`src/rtl/alu_op_sequencer.sv`:
```
// rtl/alu_op_sequencer.sv - Steps an external combinational ALU through its opcodes and streams out each result.
// Optional feature macro: ALU_SEQ_DIVZERO_SKIP_EN (skip opcode 0x3 when the latched opb is zero).
module alu_op_sequencer #(
   parameter int WIDTH   = 8,
   parameter int NUM_OPS = 12,
   parameter int SETTLE  = 1
) (
   input  logic             clk,
   input  logic             rst_n,
   input  logic             start,
   input  logic [WIDTH-1:0] opa_in,
   input  logic [WIDTH-1:0] opb_in,
   output logic [WIDTH-1:0] opa,
   output logic [WIDTH-1:0] opb,
   output logic [3:0]       mux,
   input  logic [WIDTH-1:0] alu_result,
   output logic             res_valid,
   input  logic             res_ready,
   output logic [WIDTH-1:0] res_data,
   output logic [3:0]       res_op,
   output logic             busy,
   output logic             done
);

   localparam int         CW      = (SETTLE < 1) ? 1 : $clog2(SETTLE + 1);
   localparam logic [3:0] LAST_OP = 4'(NUM_OPS - 1);

   typedef enum logic [1:0] {S_IDLE, S_DRIVE, S_WAIT} state_t;

   state_t           r_state, w_state;
   logic [WIDTH-1:0] r_opa, w_opa;
   logic [WIDTH-1:0] r_opb, w_opb;
   logic [3:0]       r_mux, w_mux;
   logic [CW-1:0]    r_cnt, w_cnt;
   logic [WIDTH-1:0] r_res_data, w_res_data;
   logic [3:0]       r_res_op, w_res_op;
   logic             r_res_valid, w_res_valid;
   logic             r_busy, w_busy;
   logic             r_done, w_done;
   logic             w_skip;
   logic             w_last_op;
   logic [3:0]       w_next_op;

`ifdef ALU_SEQ_DIVZERO_SKIP_EN
   assign w_skip = (r_opb == '0);
`else
   assign w_skip = 1'b0;
`endif

   // With divide skipped, opcode 0x2 may itself be the final opcode of the run.
   assign w_last_op = (r_mux == LAST_OP) ||
                      (w_skip && (r_mux == 4'd2) && (LAST_OP == 4'd3));
   assign w_next_op = (w_skip && (r_mux == 4'd2)) ? 4'd4 : r_mux + 4'd1;

   always_ff @(posedge clk or negedge rst_n) begin
      if (!rst_n) begin
         r_state     <= S_IDLE;
         r_opa       <= '0;
         r_opb       <= '0;
         r_mux       <= '0;
         r_cnt       <= '0;
         r_res_data  <= '0;
         r_res_op    <= '0;
         r_res_valid <= 1'b0;
         r_busy      <= 1'b0;
         r_done      <= 1'b0;
      end else begin
         r_state     <= w_state;
         r_opa       <= w_opa;
         r_opb       <= w_opb;
         r_mux       <= w_mux;
         r_cnt       <= w_cnt;
         r_res_data  <= w_res_data;
         r_res_op    <= w_res_op;
         r_res_valid <= w_res_valid;
         r_busy      <= w_busy;
         r_done      <= w_done;
      end
   end

   always_comb begin
      w_state     = r_state;
      w_opa       = r_opa;
      w_opb       = r_opb;
      w_mux       = r_mux;
      w_cnt       = r_cnt;
      w_res_data  = r_res_data;
      w_res_op    = r_res_op;
      w_res_valid = r_res_valid;
      w_busy      = r_busy;
      w_done      = 1'b0;
      case (r_state)
         S_IDLE: begin
            if (start) begin
               w_state = S_DRIVE;
               w_opa   = opa_in;
               w_opb   = opb_in;
               w_mux   = 4'd0;
               w_cnt   = '0;
               w_busy  = 1'b1;
            end
         end
         S_DRIVE: begin
            // First opcode gets one extra cycle because the operands land with it.
            if (r_cnt == CW'(SETTLE)) begin
               w_res_data  = alu_result;
               w_res_op    = r_mux;
               w_res_valid = 1'b1;
               w_state     = S_WAIT;
            end else begin
               w_cnt = r_cnt + CW'(1);
            end
         end
         S_WAIT: begin
            if (res_ready) begin
               w_res_valid = 1'b0;
               if (w_last_op) begin
                  w_busy  = 1'b0;
                  w_done  = 1'b1;
                  w_state = S_IDLE;
               end else begin
                  w_mux   = w_next_op;
                  w_cnt   = CW'(1);
                  w_state = S_DRIVE;
               end
            end
         end
         default: w_state = S_IDLE;
      endcase
   end

   assign opa       = r_opa;
   assign opb       = r_opb;
   assign mux       = r_mux;
   assign res_data  = r_res_data;
   assign res_op    = r_res_op;
   assign res_valid = r_res_valid;
   assign busy      = r_busy;
   assign done      = r_done;

endmodule

```
`config.mk`:
```
export PLATFORM = sky130hd
export DESIGN_NAME = alu_op_sequencer
export DESIGN_NICKNAME = d
export VERILOG_FILES = /design/src/rtl/alu_op_sequencer.sv
export SDC_FILE = /design/constraint.sdc
export NUM_CORES = 1
export LEC_CHECK = 0
export CORE_MARGIN = 10
export CORE_UTILIZATION = 46
export CTS_CLUSTER_DIAMETER = 150
export DETAILED_ROUTE_END_ITERATION = 10
export GPL_TIMING_DRIVEN = 0
export PLACE_DENSITY_LB_ADDON = 0.15
export SYNTH_ARGS = -nofsm -noshare
export SYNTH_HDL_FRONTEND = slang
export SYNTH_SLANG_ARGS = --single-unit
```
`constraint.sdc`:
```
create_clock -name clk -period 2.6 [get_ports clk]
set_input_delay 0.39 -clock clk [delete_from_list [all_inputs] [get_ports clk]]
set_output_delay 0.39 -clock clk [all_outputs]
set_load 0.02 [all_outputs]
```
==> summary.txt <==
STA
  – Max-slew violations: 0
  – Final Skew: around 8.7 ps
  – Final Cycle Share: 70.73%
  – Slew HR: between 40% and 50%
  – Final hold vios: 0
  – Sum Neg Setup Slack: 0 ps
  – Worst-Margin Slew: 830.5 ps
  – # setup viols final: 0
  – Final min period: 1839 ps
  – Max Freq: 543.8 MHz
  – RSZ-0062 raised after global routing: false

Critical path
  – Setup crit start kind: register
  – Crit path buf inv count: 1
  – Cell Chain, Critical Path: clkdlybuf4s50_1
  – Worst EP required: 2210 ps
  – CP max-delay cell: clkdlybuf4s50_1
  – Crit Path Class: register to primary output
  – Peak fanout along the critical path: 7
  – CP Capture Type: primary output
  – Max incr delay on CP: 650 ps
  – Top cell family by delay on the critical path: buffers and inverters
  – CP arrival: between 1000 and 1500 ps

Die
  – Die X: 79.63 um
  – Initial Utilization: 48.25%
  – Number of top-level pins: 63
  – Die area: ~6300 um2
  – Die Ht: roughly 80 um
  – Num rows: 21
  – Core area: 3390 um2

Global routing
  – Vias in the first global route: roughly 1,200
  – Largest net degree at the start of global routing: 39
  – Total Routing Usage GR: 12.99%
  – Global-route wire length before repair: between 6000 and 7000 um
  – Grt ovf: 0
  – Initial antenna violation count: 0

Clock tree
  – Clock sink count: 38
  – Clock slew at reported path FFs: around 100 ps
  – Htree depth: 2
  – PostCTS Resize Cnt: 0
  – TritonCTS buffer count: 5
  – Post-CTS setup repair buffer count: 0
  – Worst skew pair latency: 330 ps
  – Hold buffers post-CTS: 0
  – TritonCTS clock tree: done
  – Root buffer cell: clkbuf_4
  – Clk buf depth: 2

Synthesis
  – Sequential-to-total area share from yosys stat: about three fifths
  – Ys Warns: 0
  – Count leader, synth: dfrtp_1
  – Mean Syn Cell Area: 14.22 um2
  – Synth Register Bits: 38
  – Synth cell count leaders: 38 x dfrtp_1, 26 x mux2_2, 6 x ha_1, 5 x inv_1, 4 x o21ai_0
  – Async set-or-reset flop fraction in the synthesized netlist: 100.0%
  – Dominant cell type by area after synthesis: dfrtp_1
  – Syn Inst Count: approximately 120
  – Library cells used by synthesis: 30
  – Yosys top cell area share: 58.15%
  – Syn nets: 149
  – Mapped Area: 1635 um2
  – Post-synth top flop: dfrtp_1
  – Synth area leaders: dfrtp_1 58%, mux2_2 18%, ha_1 4.6%
  – Number of synthesized flops with an enable pin: 0

Power
  – PD cells: about 1200 nW/um2
  – Seq pwr share: 36.1%
  – Leakage: 1.006 nW
  – Sw power: ~1.0 mW
  – Sw Ratio: 36.74%
  – Cell-internal power: ~1.7 mW
  – Clk pwr share: 10.8%
  – Peak supply drop: 680.3 uV
  – Logic pwr share: 53.1%

Cells and area
  – Syn-to-layout area delta: 44.30%
  – Final nets: 218
  – Final instance area: between 2000 and 2500 um2
  – Diode count: 0
  – Final Core Density: between 60 and 70%
  – Layout cell share with drive strength beyond 1: 22.95%

Drt
  – Post-DRT Antenna Nets: 0
  – DR iter-0 viols: 77
  – Via/cell ratio: 5.148
  – DR WL/cell: 17.24 um
  – Final wirelength: 3947 um
  – Residual DRC: 0
  – First drt pass iteration count: 4
  – Detailed-route via count: 1,179

Place
  – Port bufs: 62
  – Post-DP HPWL: just over 3000 um
  – RD Place Congestion: 0.8403
  – Cell Area, Placed: 2308 um2

Job
  – Max Cap Viol: 0

Hold path
  – Worst hold path type: input port to asynchronous set/reset pin

Outcome
  – Outcome: completed
-- placed cells by master, fill, tap and decap left out, drive strengths merged --
master and n:
a21oi 3, a31oi 2, a41oi 2, and2 1, and3 1, and4b 1
buf 3, clkbuf 6, clkdlybuf4s50 61, dfrtp 38, ha 6, inv 5
mux2 29, mux2i 1, nand2 3, nand2b 2, nand3 1, nand3b 1
nor2 1, nor2b 4, nor3 1, nor4 2, o21ai 4, o22ai 2
o31ai 1, or2b 1, or4 1
-- registers in the layout, indices dropped and copies added, names as in the netlist --
register and count:
res_data 8, r_state 2, mux 4, busy 1, opa 8, opb 8
r_cnt 1, res_op 4, done 1, res_valid 1
-- final cells by class --
type | instances | area, um2
timing repair buffer | 62 | 615.6
fill | 245 | 1030
buffer | 2 | 10.01
sequential | 38 | 950.9
multi-input combinational | 70 | 655.6
inverter | 5 | 18.77
tap | 46 | 57.56
clock buffer | 6 | 51.30
-- cell families (layout without fill, tap and decap cells) --
logic type      Yosys count  after routing  share of synthesized area, %
flops                    38             38                         58.15
mux                      30             30                         20.58
simple gates             20             20                         9.335
compound gates           14             14                         5.585
buf+inv                   7             75                         1.760
fa+ha+maj                 6              6                         4.591
-- per-stage QoR --
| step | std cells | hold slack, ps | power [mW] | setup WS, ps |
|---|---|---|---|---|
| after CTS | 229 | 160.0 | 2.783 | 739.0 |
| after floorplan | 115 | 94.41 | 1.817 | 998.5 |
| after detailed placement | 223 | 486.8 | 2.484 | 679.4 |
| after global routing | 229 | 179.4 | 2.926 | 678.6 |
| final | 229 | 148.2 | 2.740 | 761.1 |
| after global placement | 223 | 466.1 | 2.420 | 345.3 |
-- worst paths after layout --
| kind | endpoint | start | cells past startpoint | slack [ps] |
|---|---|---|---|---|
| min in group clk | opb[2] | opb[2] | 1 | 500 |
| worst max register to register | r_cnt | r_state[0] | 5 | 800 |
| worst max-delay path | mux[2] | mux[2] | 1 | 760 |
| worst min register to register | opb[2] | opb[2] | 1 | 500 |
| max in group asynchronous | res_data[7] | rst_n | 1 | 1920 |
| worst min-delay path | done | rst_n | 1 | 150 |
-- per-layer routing --
| layer | up-vias | share of wire (%) | global-route usage [%] |
|---|---|---|---|
| li1 | 552 | - | - |
| met1 | 578 | 41 | 15.20 |
| met2 | 47 | 49 | 20.71 |
| met3 | 2 | 8.7 | 5.405 |
| met4 | 0 | 0.68 | 4.839 |
| met5 | - | 0 | 0 |
-- power by group through the flow --
stage	Sequential, mW	Clock, mW	Combinational, mW
final	0.989	0.296	1.46
after global routing	1.02	0.341	1.56
after CTS	0.991	0.309	1.48
after detailed placement	1.00	0	1.48
after global placement	0.976	0	1.44
after floorplan	1.27	0	0.552
No activity file was read; power rests on OpenSTA's default activity.
